--- src/rtl/seg7_pkg.sv ---
// seg7_pkg: 7-segment patterns shared with the segment driver, plus the reader FSM states.
// Patterns are active-high with bit 0 = segment a through bit 6 = segment g.
package seg7_pkg;

    localparam int unsigned SEG_W = 7;
    localparam int unsigned BCD_W = 4;

    localparam logic [SEG_W-1:0] PAT_0     = 7'h3F;
    localparam logic [SEG_W-1:0] PAT_1     = 7'h06;
    localparam logic [SEG_W-1:0] PAT_2     = 7'h5B;
    localparam logic [SEG_W-1:0] PAT_3     = 7'h4F;
    localparam logic [SEG_W-1:0] PAT_4     = 7'h66;
    localparam logic [SEG_W-1:0] PAT_5     = 7'h6D;
    localparam logic [SEG_W-1:0] PAT_6     = 7'h7D;
    localparam logic [SEG_W-1:0] PAT_7     = 7'h07;
    localparam logic [SEG_W-1:0] PAT_8     = 7'h7F;
    localparam logic [SEG_W-1:0] PAT_9     = 7'h6F;
    localparam logic [SEG_W-1:0] PAT_BLANK = 7'h00;

    typedef enum logic [1:0] {
        IDLE   = 2'd0,
        SETTLE = 2'd1,
        HOLD   = 2'd2
    } state_t;

    // Digit value to active-high segment pattern (driver side helper).
    function automatic logic [SEG_W-1:0] digit_pattern(input logic [BCD_W-1:0] d);
        logic [SEG_W-1:0] p;
        case (d)
            4'd0:    p = PAT_0;
            4'd1:    p = PAT_1;
            4'd2:    p = PAT_2;
            4'd3:    p = PAT_3;
            4'd4:    p = PAT_4;
            4'd5:    p = PAT_5;
            4'd6:    p = PAT_6;
            4'd7:    p = PAT_7;
            4'd8:    p = PAT_8;
            4'd9:    p = PAT_9;
            default: p = PAT_BLANK;
        endcase
        return p;
    endfunction

endpackage

--- src/rtl/seg7_decode.sv ---
// seg7_decode: combinational pattern-to-BCD decoder; all-off is blank, unlisted patterns are invalid.
module seg7_decode
    import seg7_pkg::*;
(
    input  logic [SEG_W-1:0] pat,
    output logic [BCD_W-1:0] bcd,
    output logic             blank,
    output logic             invalid
);

    // Map one active-high pattern to its digit value.
    always_comb begin
        bcd     = '0;
        blank   = 1'b0;
        invalid = 1'b0;
        case (pat)
            PAT_0:     bcd = 4'd0;
            PAT_1:     bcd = 4'd1;
            PAT_2:     bcd = 4'd2;
            PAT_3:     bcd = 4'd3;
            PAT_4:     bcd = 4'd4;
            PAT_5:     bcd = 4'd5;
            PAT_6:     bcd = 4'd6;
            PAT_7:     bcd = 4'd7;
            PAT_8:     bcd = 4'd8;
            PAT_9:     bcd = 4'd9;
            PAT_BLANK: blank = 1'b1;
            default:   invalid = 1'b1;
        endcase
    end

endmodule

--- src/rtl/seg7_reader.sv ---
// seg7_reader: samples a multiplexed active-low 7-segment display and rebuilds the BCD frame.
// Optional: define SEG7_ERRCNT_EN to add the saturating err_cnt output.
module seg7_reader
    import seg7_pkg::*;
#(
    parameter int unsigned DIGITS = 4,
    parameter int unsigned STABLE = 3
) (
    input  logic                  clk,
    input  logic                  rst,
    input  logic [6:0]            seg_n,
    input  logic [DIGITS-1:0]     dig_n,
    output logic [4*DIGITS-1:0]   bcd,
    output logic [DIGITS-1:0]     blank,
    output logic                  valid,
    output logic                  err
`ifdef SEG7_ERRCNT_EN
    ,
    output logic [7:0]            err_cnt
`endif
);

    localparam int unsigned SAMP_W   = DIGITS + SEG_W;
    localparam int unsigned CNT_W    = 4;
    localparam int unsigned ERRCNT_W = 8;

    logic [SAMP_W-1:0]   sync1, sync2, prev;
    logic [DIGITS-1:0]   dig_act;
    logic [SEG_W-1:0]    pat;
    logic                onehot;
    logic                changed;

    state_t              state_q, state_n;
    logic [CNT_W-1:0]    cnt_q, cnt_n;
    logic                accept;
    logic                restart;

    logic [BCD_W-1:0]    dec_bcd;
    logic                dec_blank;
    logic                dec_invalid;

    logic [4*DIGITS-1:0] shadow, shadow_n;
    logic [DIGITS-1:0]   sblank, sblank_n;
    logic [DIGITS-1:0]   mask, mask_n;
    logic                err_n;

    // Two-flop synchronizer on {dig_n, seg_n}, plus the previous sample for change detection.
    always_ff @(posedge clk) begin
        if (rst) begin
            sync1 <= '1;
            sync2 <= '1;
            prev  <= '1;
        end else begin
            sync1 <= {dig_n, seg_n};
            sync2 <= sync1;
            prev  <= sync2;
        end
    end

    assign dig_act = ~sync2[SEG_W +: DIGITS];
    assign pat     = ~sync2[SEG_W-1:0];
    assign onehot  = (dig_act != '0) && ((dig_act & (dig_act - DIGITS'(1))) == '0);
    assign changed = (sync2 != prev);

    seg7_decode u_decode (
        .pat     (pat),
        .bcd     (dec_bcd),
        .blank   (dec_blank),
        .invalid (dec_invalid)
    );

    // FSM state and stability counter.
    always_ff @(posedge clk) begin
        if (rst) begin
            state_q <= IDLE;
            cnt_q   <= '0;
        end else begin
            state_q <= state_n;
            cnt_q   <= cnt_n;
        end
    end

    // Next state: a fresh sample counts as sample one; the STABLE-th identical sample accepts once.
    always_comb begin
        state_n = state_q;
        cnt_n   = cnt_q;
        accept  = 1'b0;
        restart = 1'b0;
        case (state_q)
            IDLE: begin
                if (onehot) restart = 1'b1;
            end
            SETTLE: begin
                if (!onehot) begin
                    state_n = IDLE;
                    cnt_n   = '0;
                end else if (changed) begin
                    restart = 1'b1;
                end else if (cnt_q + CNT_W'(1) == CNT_W'(STABLE)) begin
                    accept  = 1'b1;
                    state_n = HOLD;
                    cnt_n   = '0;
                end else begin
                    cnt_n = cnt_q + CNT_W'(1);
                end
            end
            HOLD: begin
                if (!onehot) begin
                    state_n = IDLE;
                    cnt_n   = '0;
                end else if (changed) begin
                    restart = 1'b1;
                end
            end
            default: begin
                state_n = IDLE;
                cnt_n   = '0;
            end
        endcase
        // With STABLE of one the first sample already qualifies, so skip the settle dwell.
        if (restart) begin
            if (STABLE == 1) begin
                accept  = 1'b1;
                state_n = HOLD;
                cnt_n   = '0;
            end else begin
                state_n = SETTLE;
                cnt_n   = CNT_W'(1);
            end
        end
    end

    // Shadow/mask update: valid accepts write digit k; a full mask is consumed on the next edge.
    always_comb begin
        shadow_n = shadow;
        sblank_n = sblank;
        mask_n   = (&mask) ? '0 : mask;
        err_n    = accept && dec_invalid;
        if (accept && !dec_invalid) begin
            for (int k = 0; k < int'(DIGITS); k++) begin
                if (dig_act[k]) begin
                    shadow_n[4*k +: 4] = dec_bcd;
                    sblank_n[k]        = dec_blank;
                    mask_n[k]          = 1'b1;
                end
            end
        end
    end

    // Frame registers and output pulses.
    always_ff @(posedge clk) begin
        if (rst) begin
            shadow <= '0;
            sblank <= '0;
            mask   <= '0;
            bcd    <= '0;
            blank  <= '1;
            valid  <= 1'b0;
            err    <= 1'b0;
        end else begin
            shadow <= shadow_n;
            sblank <= sblank_n;
            mask   <= mask_n;
            err    <= err_n;
            valid  <= &mask;
            if (&mask) begin
                bcd   <= shadow;
                blank <= sblank;
            end
        end
    end

`ifdef SEG7_ERRCNT_EN
    // Saturating error counter, stepped together with the err pulse.
    always_ff @(posedge clk) begin
        if (rst) begin
            err_cnt <= '0;
        end else if (err_n && (err_cnt != '1)) begin
            err_cnt <= err_cnt + ERRCNT_W'(1);
        end
    end
`endif

endmodule
--- config.mk ---
export PLATFORM = sky130hd
export DESIGN_NAME = seg7_reader
export DESIGN_NICKNAME = d
export VERILOG_FILES = /design/src/rtl/seg7_pkg.sv /design/src/rtl/seg7_decode.sv /design/src/rtl/seg7_reader.sv
export SDC_FILE = /design/constraint.sdc
export NUM_CORES = 1
export LEC_CHECK = 0
export ABC_AREA = 1
export ABC_CLOCK_PERIOD_IN_PS = 2000
export CAP_MARGIN = 20
export CORE_MARGIN = 2
export CORE_UTILIZATION = 40
export DETAILED_ROUTE_END_ITERATION = 7
export PLACE_DENSITY_LB_ADDON = 0.15
export SYNTH_ARGS = -nofsm -noshare
export SYNTH_HDL_FRONTEND = slang
export SYNTH_SLANG_ARGS = --single-unit
export TNS_END_PERCENT = 20
--- constraint.sdc ---
create_clock -name clk -period 2 [get_ports clk]
set_clock_uncertainty 0.1 [all_clocks]
set_input_delay 0.3 -clock clk [delete_from_list [all_inputs] [get_ports clk]]
set_output_delay 0.3 -clock clk [all_outputs]
set_load 0.02 [all_outputs]
==> results.py <==
metrics = {
    "pwr": {
        "ir_worst_vdd_v": 0.000378,
        "leakage_nw": 1.96,
        "total_power_mw": 3.30,
        "p_per_area_nw_per_um2": 767,
    },
    "worst_setup_path": {
        "crit_path_start_kind": "flip-flop",
        "cp_data_arrival_time_ns": 2.07,
        "critPathKind": "flip-flop to flip-flop",
        "reg2regPathDepth": 11,
        "ff2ff_setup_slack_ns": 0.09,
        "critPathRequiredTime_ns": 2.16,
        "critPathMaxFanout": 15,
        "end_kind": "flip-flop",
    },
    "floorplan": {
        "io_pins": 35,
        "initial_utilization_pct": 40.8,
        "die-area_sq_um": 9570,
        "fp.dieH_microns": 97.8,
        "rows": 34,
        "core_area_sq_um": 8640,
        "die_w_microns": 97.8,
    },
    "cts": {
        "clk_pin_slew_worst_paths_ns": 0.09,
        "cts.sinks": 85,
        "numCtsBuffers": 9,
        "cts-root-buf": "clkbuf_8",
        "cts_max_level": 3,
        "clk_path_buf_depth": 2,
        "cts_tree": "yes",
        "clk_latency_ns": 0.36,
    },
    "placed_design": {
        "dp.cells": 592,
        "gp_congestion": 0.802,
        "dp_slack_ns": 0.0415,
        "hpwlAfterDp_microns": 4790,
        "port_buffers": 34,
    },
    "synth": {
        "synth.area.mux_share_pct": 0,
        "synth_cell_types": 28,
        "synth_area_per_cell_sq_um": 7.74,
        "synthCells": 455,
        "synth.cell_area_sq_um": 3520,
        "synth_compound_area_share_pct": 7.04,
        "seq_area_frac_synth_pct": 48.3,
        "synth_nets": 474,
        "yosys.area_share.simple_pct": 30.4,
        "synth_top_family_by_area": "simple AND/OR/NAND/NOR gates",
        "ys_ff_latch": 85,
        "synth-adder-area-share_pct": 2.13,
        "yosys.area_share.xor_xnor_pct": 2.49,
        "yosys_warnings": 0,
    },
    "drt": {
        "drt-initial-drc-count": 140,
        "wl_microns": 6980,
        "dr.pass1.iters": 4,
        "vias": 2803,
        "ant_nets": 0,
        "wire_per_inst_microns": 11.4,
        "drc": 0,
        "routed_via_density": 4.58,
    },
    "sta": {
        "setup_violations": 0,
        "rsz0062_at_grt": "yes",
        "worst_slack_ns": 0.0942,
        "fmax_mhz": 525,
        "fin_crit_ns": 1.91,
        "slew_violations": 0,
        "fin_crit_sh_pct": 95.3,
        "relSlewSlack_pct": 73.9,
        "hold_viol": 0,
        "fin_tns_setup_ns": 0,
        "tightest_slew_ns": 0.387,
    },
    "finish": {
        "drive_gt1_share_pct": 17.7,
        "mostFrequentLayoutCells": "nand2_1, dfxtp_1, inv_1",
        "final_common_cell": "nand2_1",
        "nets": 518,
        "fin_cells": 612,
        "syn2layout_area_growth_pct": 22.3,
        "insertedDiodeCount": 0,
    },
    "outcome": {
        "outcome": "finished clean",
    },
    "run": {
        "max_cap_violations": 0,
    },
    "hold_path": {
        "hold_path_depth": 1,
        "hold_class": "flip-flop to flip-flop",
    },
    "grt": {
        "gr-total-overflow": 0,
        "antenna_found_initial": 0,
        "grt_pass1_wl_microns": 11800,
        "grt_max_degree": 53,
        "grt.total_usage_pct": 15.4,
        "grt_pass1_vias": 2567,
    },
}
routing by layer:
layer | global-route usage, % | vias up | part of all wire (%)
li1 | - | 1506 | -
met1 | 20.9 | 1251 | 51
met2 | 23.4 | 44 | 44
met3 | 4.58 | 2 | 4.2
met4 | 5.56 | 0 | 0.63
met5 | 0 | - | 0
cells in the mapped netlist, drive strengths merged:
cell	number	area share (%)
nor2	49	5.8
buf	6	1.7
clkinv	1	0.11
and3	1	0.18
xnor2	10	2.5
and2	1	0.18
o211ai	4	0.85
nand4	19	3.6
o21ai	18	2.6
nor3	2	0.28
clkbuf	10	1.1
a21oi	24	3.4
nand2	111	12
ha	6	2.1
nand3	20	3.8
or2	23	4.1
inv	63	6.7
dfxtp	85	48
nor4	1	0.36
a22oi	1	0.21
final timing paths:
path | from | end
hold / removal | sync1[7] | sync2[7]
setup reg to reg | cnt_q[0] | shadow[2]
setup / recovery | cnt_q[0] | shadow[2]
hold reg to reg | sync1[7] | sync2[7]
power by group:
group | internal (mW) | switching, mW | total, mW
Sequential | 1.72 | 0.0244 | 1.75
Combinational | 0.110 | 0.143 | 0.253
Clock | 0.657 | 0.640 | 1.30
Total | 2.49 | 0.808 | 3.30
kinds of logic (layout without fill, tap and decap cells):
family	Yosys count	in the layout
AOI/OAI and AO/OA	47	47
adders and majority gates	6	6
and+or+nand+nor	227	227
xor gates and xnor gates	10	10
DFF	85	85
buffers and inverters	80	129
state kept, by name, indices dropped and copies added (netlist names):
signal and cells:
mask 4, valid 1, state_q 2, blank 4, sync2 11, bcd 16, cnt_q 4, prev 11
err 1, shadow 16, sblank 4, sync1 11
per-stage QoR:
stage          util, %  cell area [sq um]  hold WS [ns]
2_1_floorplan        -               3520         0.289
3_3_place_gp      46.5               4020         0.293
3_5_place_dp      46.5               4020         0.292
4_1_cts           49.0               4230         0.305
5_1_grt           49.8               4300         0.324
6_report          49.8               4300         0.302
worst max-delay path, cell delays in order (launching register included):
cell and delay [ns]:
dfxtp_2 0.35, ha_2 0.20, xnor2_2 0.16, nand2_1 0.11, nor2_2 0.13, nand2_2 0.08, nor2_4 0.20, buf_12 0.18
buf_4 0.11, nand4_1 0.08, nand2_1 0.09, nor2_2 0.03
timing repair:
item                                    CTS  global route
gates resized for setup                   0            15
hold buffers                              0             0
buffers inserted                          0             4
endpoints found under the setup margin    0            26
cell type report:
class,count,area (sq um)
tap,108,135
clock buffer,11,151
timing repair buffer,49,490
clock inverter,5,63.8
multi-input combinational,290,1510
fill,858,4330
sequential,85,1710
inverter,64,243
No activity file was read; power rests on OpenSTA's default activity.
